$ cat config.mk
export PLATFORM = sky130hd
export DESIGN_NAME = fp16_mac_stream
export DESIGN_NICKNAME = d
export VERILOG_FILES = /design/src/rtl/fp_pkg.sv /design/src/rtl/fp_mul_rne.sv /design/src/rtl/fp16_mac_stream.sv
export SDC_FILE = /design/constraint.sdc
export NUM_CORES = 1
export LEC_CHECK = 0
export CORE_ASPECT_RATIO = 1.25
export CORE_MARGIN = 3
export CORE_UTILIZATION = 40
export DETAILED_ROUTE_END_ITERATION = 7
export PLACE_DENSITY = 0.56
export SYNTH_ARGS = -nofsm -noshare
export SYNTH_HDL_FRONTEND = slang
export SYNTH_SLANG_ARGS = --single-unit
$ cat constraint.sdc
create_clock -name CLK -period 13.4 [get_ports CLK]
set_clock_uncertainty 0.05 [all_clocks]
set_input_delay 2.01 -clock CLK [delete_from_list [all_inputs] [get_ports CLK]]
set_output_delay 2.01 -clock CLK [all_outputs]
set_load 0.02 [all_outputs]
$ cat src/rtl/fp_pkg.sv
// Shared definitions for the float_MAC datapath:
// default widths, flag bit positions and the MAC frame FSM encoding.
package fp_pkg;

    localparam int EXP_W_DEF = 5;
    localparam int MAN_W_DEF = 10;

    localparam int FLAG_NAN = 2;
    localparam int FLAG_OVF = 1;
    localparam int FLAG_UF  = 0;

    typedef enum logic [1:0] {
        ST_ACC   = 2'd0,
        ST_DRAIN = 2'd1,
        ST_HOLD  = 2'd2
    } state_t;

endpackage

$ cat src/rtl/fp_mul_rne.sv
// Combinational IEEE multiply with round-to-nearest-even.
// Subnormals read as zero, tiny results flush to signed zero.
module fp_mul_rne
    import fp_pkg::*;
#(
    parameter  int EXP_W = EXP_W_DEF,
    parameter  int MAN_W = MAN_W_DEF,
    localparam int W     = EXP_W + MAN_W + 1
) (
    input  logic [W-1:0] a_i,
    input  logic [W-1:0] b_i,
    output logic [W-1:0] p_o,
    output logic [2:0]   flags_o
);
    localparam int BIAS = (1 << (EXP_W - 1)) - 1;
    localparam int EMAX = (1 << EXP_W) - 1;
    localparam int MW1  = MAN_W + 1;
    localparam int PW   = 2 * MW1;
    localparam logic [W-1:0] QNAN =
        {1'b0, {EXP_W{1'b1}}, 1'b1, {(MAN_W-1){1'b0}}};

    logic             sa, sb, sp;
    logic [EXP_W-1:0] ea, eb;
    logic [MAN_W-1:0] fa, fb;
    logic             za, zb, ia, ib, na, nb;
    logic [PW-1:0]    prod, norm;
    logic [MW1-1:0]   keep;
    logic             g, s;
    logic [MW1:0]     rnd;
    int               e;

    assign {sa, ea, fa} = a_i;
    assign {sb, eb, fb} = b_i;
    assign sp = sa ^ sb;
    assign za = (ea == '0);
    assign zb = (eb == '0);
    assign ia = (ea == '1) && (fa == '0);
    assign ib = (eb == '1) && (fb == '0);
    assign na = (ea == '1) && (fa != '0);
    assign nb = (eb == '1) && (fb != '0);
    assign prod = PW'({1'b1, fa}) * PW'({1'b1, fb});

    // Classify specials, otherwise normalise, round and range-check.
    always_comb begin
        p_o     = '0;
        flags_o = '0;
        norm    = '0;
        keep    = '0;
        g       = 1'b0;
        s       = 1'b0;
        rnd     = '0;
        e       = 0;
        if (na || nb || (ia && zb) || (ib && za)) begin
            p_o = QNAN;
            flags_o[FLAG_NAN] = 1'b1;
        end else if (ia || ib) begin
            p_o = {sp, {EXP_W{1'b1}}, {MAN_W{1'b0}}};
        end else if (za || zb) begin
            p_o = {sp, {(W-1){1'b0}}};
        end else begin
            norm = prod[PW-1] ? prod : (prod << 1);
            keep = norm[PW-1 -: MW1];
            g    = norm[PW-2-MAN_W];
            s    = |norm[PW-3-MAN_W:0];
            rnd  = {1'b0, keep} + {{MW1{1'b0}}, g & (s | keep[0])};
            e    = int'(ea) + int'(eb) - BIAS
                 + int'(prod[PW-1]) + int'(rnd[MW1]);
            if (e >= EMAX) begin
                p_o = {sp, {EXP_W{1'b1}}, {MAN_W{1'b0}}};
                flags_o[FLAG_OVF] = 1'b1;
            end else if (e <= 0) begin
                p_o = {sp, {(W-1){1'b0}}};
                flags_o[FLAG_UF] = 1'b1;
            end else begin
                p_o = {sp, EXP_W'(e),
                       rnd[MW1] ? rnd[MAN_W:1] : rnd[MAN_W-1:0]};
            end
        end
    end

endmodule

$ cat src/rtl/fp16_mac_stream.sv
// Streaming frame multiply-accumulate: multiply stage, accumulate stage,
// then the frame sum, beat count and sticky flags are held for the collector.
module fp16_mac_stream
    import fp_pkg::*;
#(
    parameter  int EXP_W = EXP_W_DEF,
    parameter  int MAN_W = MAN_W_DEF,
    parameter  int CNT_W = 16,
    localparam int W     = EXP_W + MAN_W + 1
) (
    input  logic             CLK,
    input  logic             RESET,
    input  logic             clear,
    input  logic             in_valid,
    output logic             in_ready,
    input  logic [W-1:0]     in_a,
    input  logic [W-1:0]     in_b,
    input  logic             in_last,
    output logic             out_valid,
    input  logic             out_ready,
    output logic [W-1:0]     out_acc,
    output logic [CNT_W-1:0] out_count,
    output logic [2:0]       out_flags
);
    localparam int EMAX = (1 << EXP_W) - 1;
    localparam int FW   = MAN_W + 4;
    localparam logic [W-1:0] QNAN =
        {1'b0, {EXP_W{1'b1}}, 1'b1, {(MAN_W-1){1'b0}}};

    state_t           state_q;
    logic [W-1:0]     acc_q, p_q;
    logic [2:0]       flags_q, pflags_q;
    logic             pv_q, plast_q, out_valid_q;
    logic [CNT_W-1:0] count_q;

    logic [W-1:0]     mul_p, sum;
    logic [2:0]       mul_flags, add_flags;
    logic             accept;

    fp_mul_rne #(.EXP_W(EXP_W), .MAN_W(MAN_W)) u_mul (
        .a_i    (in_a),
        .b_i    (in_b),
        .p_o    (mul_p),
        .flags_o(mul_flags)
    );

    assign in_ready  = (state_q == ST_ACC) && !RESET && !clear;
    assign accept    = in_valid && in_ready;
    assign out_valid = out_valid_q;
    assign out_acc   = acc_q;
    assign out_count = count_q;
    assign out_flags = flags_q;

    logic             sx, sy, zx, zy, ix, iy, nx, ny, x_big, sg;
    logic [EXP_W-1:0] ex, ey;
    logic [MAN_W-1:0] fx, fy;
    logic [FW-1:0]    mb, ms, msh, df, mn;
    logic [FW:0]      mr;
    logic [MAN_W+1:0] r;
    int               eg, d, e, lz;

    assign {sx, ex, fx} = acc_q;
    assign {sy, ey, fy} = p_q;
    assign zx = (ex == '0);
    assign zy = (ey == '0);
    assign ix = (ex == '1) && (fx == '0);
    assign iy = (ey == '1) && (fy == '0);
    assign nx = (ex == '1) && (fx != '0);
    assign ny = (ey == '1) && (fy != '0);
    assign x_big = ({ex, fx} >= {ey, fy});

    // Accumulator adder: align with guard/round/sticky, normalise, RNE.
    always_comb begin
        sum       = '0;
        add_flags = '0;
        sg  = 1'b0;
        eg  = 0;
        d   = 0;
        e   = 0;
        lz  = 0;
        mb  = '0;
        ms  = '0;
        msh = '0;
        df  = '0;
        mn  = '0;
        mr  = '0;
        r   = '0;
        if (nx || ny || (ix && iy && (sx != sy))) begin
            sum = QNAN;
            add_flags[FLAG_NAN] = 1'b1;
        end else if (ix) begin
            sum = acc_q;
        end else if (iy) begin
            sum = p_q;
        end else if (zx && zy) begin
            sum = {sx & sy, {(W-1){1'b0}}};
        end else if (zx) begin
            sum = p_q;
        end else if (zy) begin
            sum = acc_q;
        end else begin
            sg = x_big ? sx : sy;
            eg = x_big ? int'(ex) : int'(ey);
            d  = eg - (x_big ? int'(ey) : int'(ex));
            mb = x_big ? {1'b1, fx, 3'b000} : {1'b1, fy, 3'b000};
            ms = x_big ? {1'b1, fy, 3'b000} : {1'b1, fx, 3'b000};
            if (d >= FW) begin
                msh = FW'(1);
            end else begin
                msh = ms >> d;
                if ((ms & ((FW'(1) << d) - FW'(1))) != '0)
                    msh[0] = 1'b1;
            end
            if (sx == sy) begin
                mr = {1'b0, mb} + {1'b0, msh};
                mn = mr[FW] ? {mr[FW:2], mr[1] | mr[0]} : mr[FW-1:0];
                e  = eg + int'(mr[FW]);
            end else begin
                df = mb - msh;
                for (int i = 0; i < FW; i++)
                    if (df[i]) lz = FW - 1 - i;
                mn = df << lz;
                e  = eg - lz;
            end
            r = {1'b0, mn[FW-1:3]}
              + {{(MAN_W+1){1'b0}}, mn[2] & (mn[3] | mn[1] | mn[0])};
            e = e + int'(r[MAN_W+1]);
            if ((sx != sy) && (df == '0)) begin
                sum = '0;
            end else if (e >= EMAX) begin
                sum = {sg, {EXP_W{1'b1}}, {MAN_W{1'b0}}};
                add_flags[FLAG_OVF] = 1'b1;
            end else if (e <= 0) begin
                sum = {sg, {(W-1){1'b0}}};
                add_flags[FLAG_UF] = 1'b1;
            end else begin
                sum = {sg, EXP_W'(e),
                       r[MAN_W+1] ? r[MAN_W:1] : r[MAN_W-1:0]};
            end
        end
    end

    // Product register, accumulator, beat counter and frame FSM.
    always_ff @(posedge CLK) begin
        if (RESET || clear) begin
            state_q     <= ST_ACC;
            acc_q       <= '0;
            p_q         <= '0;
            flags_q     <= '0;
            pflags_q    <= '0;
            pv_q        <= 1'b0;
            plast_q     <= 1'b0;
            out_valid_q <= 1'b0;
            count_q     <= '0;
        end else begin
            pv_q <= accept;
            if (accept) begin
                p_q      <= mul_p;
                pflags_q <= mul_flags;
                plast_q  <= in_last;
                if (count_q != '1)
                    count_q <= count_q + CNT_W'(1);
            end
            if (pv_q) begin
                acc_q   <= sum;
                flags_q <= flags_q | pflags_q | add_flags;
            end
            unique case (state_q)
                ST_ACC: begin
                    if (accept && in_last)
                        state_q <= ST_DRAIN;
                end
                ST_DRAIN: begin
                    if (pv_q && plast_q) begin
                        out_valid_q <= 1'b1;
                        state_q     <= ST_HOLD;
                    end
                end
                ST_HOLD: begin
                    if (out_ready) begin
                        out_valid_q <= 1'b0;
                        acc_q       <= '0;
                        count_q     <= '0;
                        flags_q     <= '0;
                        state_q     <= ST_ACC;
                    end
                end
                default: state_q <= ST_ACC;
            endcase
        end
    end

endmodule

Word level (Yosys, flattened, before mapping). Cells that the tools add are included.

Register bits: 59. Bits in latches: 0. Bits in writable memories: 0. ROM bits: 0. Logic and storage cells: 212. Memories: 0.

$add $sub $neg: 14. $mul: 1. Div/mod/pow operators: 0. $lt $le $gt $ge: 6. Eq/ne operators: 12. Shift-type cells: 3. Muxes and demuxes: 108. Bitwise logic cells: 11. Reduce and logical (&&, ||, !) cells: 48.

Operators by type and width (count): 32-bit two-way mux (27); 14-bit two-way mux (22); 16-bit two-way mux (15); 32-bit by 2-bit adder with 32-bit output (3); 15-bit two-way mux (6); 32-bit by 6-bit >= comparator with 1-bit output (second input constant) (2); 32-bit by 1-bit less-or-equal comparator with 1-bit output (second input constant) (2); 10-bit zero test (4); 10-bit nonzero test (4); 1-bit by 32-bit << shifter with 14-bit output (first input constant) (1); 14-bit by 32-bit << shifter with 14-bit output (1); 14-bit by 32-bit right shift with 14-bit output (1); 32-bit by 5-bit subtractor with 32-bit output (second input constant) (1); 6-bit by 32-bit subtractor with 32-bit output (1); 13-bit two-way mux (2); 2-bit two-way mux (13); 11-bit by 1-bit adder with 12-bit output (2); 11-bit by 11-bit multiplier with 22-bit output (1); 22-bit two-way mux (1); 5-bit == test (second input constant) (4); 5-bit zero test (4); 10-bit two-way mux (2); 1-bit logical AND (19); 16-bit by 1-bit adder with 16-bit output (second input constant) (1); other kinds (34) (64).

Logic depth before layout (Yosys ltp).
Depth after elaboration: 64. Mapped depth: 59. Mapped depth without buffers: 51.

By module. From an unflattened synthesis, not the netlist that was laid out.

Cells, all modules: 1954. Area, all modules: 14184.9 um^2.

Modules (own cells, without submodules): fp16_mac_stream (instances 1, cells an instance 1249, area an instance 8615.8 um^2, seq. area each 1181.1 um^2); fp_mul_rne (instances 1, cells an instance 705, area an instance 5569.1 um^2, seq. area each 0.0 um^2).

Worst setup path after synthesis. Ideal clock, no wire load.

Kind: input to register. From: in in_b[4]. To: reg p_q[9]. Library setup time: 0.122 ns. Arrival: 11.187 ns. Required time: 13.228 ns. Slack: 2.041 ns. Stages: 46. Path through: clkbuf_1 > nand2_1 > fa_1 > inv_1 > ha_1 > fa_1 > ha_1 > inv_1 > fa_1 > inv_1 > ha_1 > a21o_1 > a21oi_1 > o21bai_1 > a21oi_1 > o21bai_1 > a21oi_1 > o21bai_1 > (+10 left out) > mux2i_1 > nor4bb_1 > and2_0 > clkbuf_1 > ha_1 > inv_1 > fa_1 > nor2_1 > and3_1 > nor2_1 > ha_1 > nand3b_1 > nor4_1 > a21oi_1 > nand2_1 > nor2_1 > and4b_1 > a311o_1.

Cells in the longest elaborated chain, start to end: 13.

RTL lines: start, declared (line fp16_mac_stream.sv:17) `input logic [W-1:0] in_b,`; 11-bit by 11-bit multiplier with 22-bit output (line fp_mul_rne.sv:41) `assign prod = PW'({1'b1, fa}) * PW'({1'b1, fb});`; 22-bit two-way mux (line fp_mul_rne.sv:61) `norm = prod[PW-1] ? prod : (prod << 1);`; 10-bit OR reduction (line fp_mul_rne.sv:64) `s = |norm[PW-3-MAN_W:0];`; 1-bit bitwise OR (line fp_mul_rne.sv:65) `rnd = {1'b0, keep} + {{MW1{1'b0}}, g & (s | keep[0])};`; 1-bit AND (line fp_mul_rne.sv:65); 11-bit by 1-bit adder with 12-bit output (line fp_mul_rne.sv:65); 32-bit by 2-bit adder with 32-bit output (line fp_mul_rne.sv:67) `+ int'(prod[PW-1]) + int'(rnd[MW1]);`; 32-bit by 1-bit less-or-equal comparator with 1-bit output (line fp_mul_rne.sv:71) `end else if (e <= 0) begin`; 15-bit two-way mux (line fp_mul_rne.sv:71); 15-bit two-way mux (line fp_mul_rne.sv:68) `if (e >= EMAX) begin`; 15-bit two-way mux (line fp_mul_rne.sv:58) `end else if (za || zb) begin`; 15-bit two-way mux (line fp_mul_rne.sv:56) `end else if (ia || ib) begin`; 16-bit two-way mux * (line fp_mul_rne.sv:53) `if (na || nb || (ia && zb) || (ib && za)) begin`; end signal, assigned (line fp16_mac_stream.sv:158) `p_q <= mul_p;`; end, declared (line fp16_mac_stream.sv:31) `logic [W-1:0] acc_q, p_q;`.

Mark *: on every way between the ends. The rest lies on a longest branch, timed or not. A chain may end at the register's enable or synchronous reset.

Worst setup path after layout. Ends and elaborated chain as after synthesis.

==> flow_metrics.py <==
metrics = {
    "clock_network": {
        "cts_buffers": 9,
        "h-tree-depth": 3,
        "clockBufferDepth": 2,
        "clk_latency_ns": 0.33,
        "cts_tree": "yes",
        "clk_pin_slew_worst_paths_ns": 0.05,
        "clock-sinks": 59,
        "cts_root_buffer": "clkbuf_16",
    },
    "setup_path": {
        "endpoint": "p_q[9]",
        "worst_r2r_path_depth": 44,
        "setup.worst_path.start_class": "primary input",
        "crit_path_max_fanout": 12,
        "crit_type": "in2reg",
        "r2r_end": "out_acc[7]",
        "startpoint": "in_b[4]",
        "r2r_slack_ns": 1.59,
        "critPathRequiredTime_ns": 13.56,
        "cp_data_arrival_time_ns": 12.50,
        "crit_slowest_cell": "clkdlybuf4s50_1",
        "max_stage_delay_ns": 0.74,
        "r2r_start": "out_acc[12]",
        "endpoint_kind": "flip-flop",
    },
    "drt": {
        "met2WireLength_mm": 21.0,
        "top_layer": "met4",
        "dr.pass1.iters": 6,
        "vias_per_cell": 5.91,
        "wl_met1_mm": 16.9,
        "vias": 13000,
        "antenna_left": 0,
        "first_iter_violations": 1016,
        "remaining_drc_errors": 0,
        "wirelength_mm": 41.1,
        "met3_length_mm": 1.47,
        "wl_per_cell_um": 18.7,
    },
    "die": {
        "core-area_sq_mm": 0.0321,
        "die_area_sq_mm": 0.0351,
        "die_w_um": 168,
        "rows": 73,
        "die_y_um": 209,
        "start_util_pct": 41.0,
        "ioPinCount": 75,
    },
    "flow_run": {
        "cap_viol_max_count": 0,
    },
    "finish": {
        "nFillCells": 3322,
        "layout.nets": 2027,
        "final_cell_mix": "nand2_1, inv_1, nor2_1, a21oi_1, ha_1",
        "fin_util_pct": 45.3,
        "layout_commonest_cell": "nand2_1",
        "drive_above_1_share_pct": 5.94,
        "diodes": 0,
        "area_growth_pct": 10.5,
    },
    "timing": {
        "tightest_slew_ns": 1.13,
        "setup_viol": 0,
        "slew_viol_final": 0,
        "fmax_mhz": 81.0,
        "max_slew_margin_pct": 24.1,
        "period_share_pct": 92.1,
        "hold_viol": 0,
        "rsz0062_at_grt": "no",
        "fin_tns_setup_ns": 0,
        "period_needed_ns": 12.34,
    },
    "synth": {
        "syn_area_per_cell_sq_um": 7.48,
        "synth_seq_cells": 59,
        "ys_async_sr_fraction_pct": 0,
        "synth_fp_nets": 2002,
        "synth_edf_count": 0,
        "synth_fa_ha_area_share_pct": 24.7,
        "synth_top_flop_cell": "dfxtp_1",
        "synth_cell_types": 105,
        "netlist_instances": 1755,
        "yosys.area_share.simple_pct": 24.8,
        "synth_xor_area_share_pct": 5.00,
        "ys_warn_count": 0,
        "synth_top_family_by_area": "compound AO/OA/AOI/OAI gates",
        "synth_compound_area_share_pct": 25.5,
        "synth_mux_area_share_pct": 3.71,
        "synth_area_sq_mm": 0.0131,
        "yosysSeqAreaShare_pct": 8.99,
    },
    "grt": {
        "grt_max_degree": 37,
        "grt_first_pass_wirelength_mm": 67.5,
        "antenna_found_initial": 0,
        "grt.total_usage_pct": 23.3,
        "grt_pass1_vias": 12800,
        "grt_overflow": 0,
    },
    "placement": {
        "gp_congestion": 0.929,
        "io_buffers": 74,
        "hpwl_mm": 33.3,
    },
    "hold_path": {
        "holdCritPathClass": "reg2reg",
    },
    "status": {
        "status": "finished, final reports clean",
    },
}
[metrics by stage]
step / std cells / hold slack (ns) / setup WS [ns] / cell area (sq um)
CTS: 2197 / 0.424 / 0.959 / 14500
floorplan: 1755 / 0.400 / 2.04 / 13100
global placement: 2181 / 0.413 / 0.943 / 14200
global route: 2197 / 0.450 / 0.106 / 14500
finish: 2197 / 0.418 / 1.06 / 14500
detailed placement: 2181 / 0.413 / 0.632 / 14200
[area by class of cell]
class	instances	area, sq um	share of cell area (%)
multi-input cells	1455	11000	75.8
well taps	412	515	3.55
repair buffers	93	883	6.09
flip-flops and latches	59	1180	8.14
inverters	162	609	4.20
clock buffers	10	229	1.58
clock inverters	6	90.1	0.621
[timing repair]
item | 4_1_cts | 5_1_grt
buffers inserted | 0 | 0
hold buffers | 0 | 0
resized for setup | 0 | 2
hold endpoints to repair | 0 | 0
setup endpoints to repair | 0 | 8
[kinds of logic after synthesis]
| family | after synthesis |
|---|---|
| mux | 39 |
| simple gates | 652 |
| flops | 59 |
| xor+xnor | 75 |
| buf+inv | 241 |
| compound gates | 480 |
| fa+ha+maj | 209 |
[metal layers]
layer | vias to the layer above | GRT usage (%)
li1 | 6305 | -
met4 | 0 | 8.81
met2 | 383 | 42.1
met1 | 6191 | 28.7
met5 | - | 0
met3 | 100 | 2.02
[critical path: cells and delay by family]
kind / cells / cell delay (ns)
compound gates: 17 / 3.46
mux: 1 / 0.19
simple gates: 12 / 2.04
buf+inv: 8 / 1.53
fa+ha+maj: 9 / 3.25
[cell usage after synthesis, types with 6 or more instances]
| library cell | n | share of area [%] |
|---|---|---|
| xor2_1 | 26 | 1.7 |
| xnor2_1 | 49 | 3.3 |
| a22o_1 | 6 | 0.40 |
| a221oi_1 | 13 | 0.87 |
| a32oi_1 | 6 | 0.40 |
| nor4_1 | 20 | 0.95 |
| o21ai_0 | 84 | 3.2 |
| nor2b_1 | 7 | 0.33 |
| nor2_1 | 157 | 4.5 |
| or2_2 | 7 | 0.33 |
| o211ai_1 | 17 | 0.97 |
| o21a_1 | 10 | 0.57 |
| o21bai_1 | 21 | 1.2 |
| nand4_1 | 20 | 0.95 |
| nand3_1 | 61 | 2.3 |
| a211oi_1 | 19 | 1.1 |
| or4_1 | 7 | 0.40 |
| and4_1 | 8 | 0.53 |
| a21o_1 | 19 | 1.1 |
| ha_1 | 125 | 12 |
| fa_1 | 84 | 13 |
| o22ai_1 | 13 | 0.62 |
| a31oi_1 | 20 | 0.95 |
| and3_1 | 14 | 0.67 |
| o21ai_1 | 6 | 0.23 |
| o31ai_1 | 7 | 0.40 |
| a22oi_1 | 8 | 0.46 |
| clkbuf_1 | 62 | 1.8 |
| nand3b_1 | 6 | 0.34 |
| inv_1 | 157 | 4.5 |
| and2_1 | 68 | 3.2 |
| mux2_2 | 6 | 0.51 |
| mux4_2 | 7 | 1.2 |
| nand2b_1 | 13 | 0.62 |
| a21oi_1 | 139 | 5.3 |
| dfxtp_1 | 59 | 9.0 |
| or3_1 | 12 | 0.57 |
| o211a_1 | 10 | 0.76 |
| nor3_1 | 41 | 1.6 |
| mux2i_1 | 25 | 1.9 |
| nand2_1 | 181 | 5.2 |
| buf_2 | 6 | 0.23 |
[state kept, by name, summed over array words and instances, names as in the netlist]
| name | cells |
|---|---|
| pv_q | 1 |
| out_acc | 16 |
| p_q | 16 |
| pflags_q | 3 |
| state_q | 2 |
| out_flags | 3 |
| out_valid | 1 |
| out_count | 16 |
| plast_q | 1 |
[worst min path at each step]
stage	startpoint	end	slack (ns)	cells past startpoint
4_1_cts	out_flags[2]	out_flags[2]	0.42	2
6_report	out_flags[2]	out_flags[2]	0.42	2
2_1_floorplan	plast_q	plast_q	0.40	2
3_3_place_gp	pflags_q[2]	pflags_q[2]	0.41	2
5_1_grt	out_flags[2]	out_flags[2]	0.45	2
3_5_place_dp	out_flags[2]	out_flags[2]	0.41	2
Power is not shown: default switching activity piles up to over one toggle a cycle in this logic, so the estimate is an artifact.
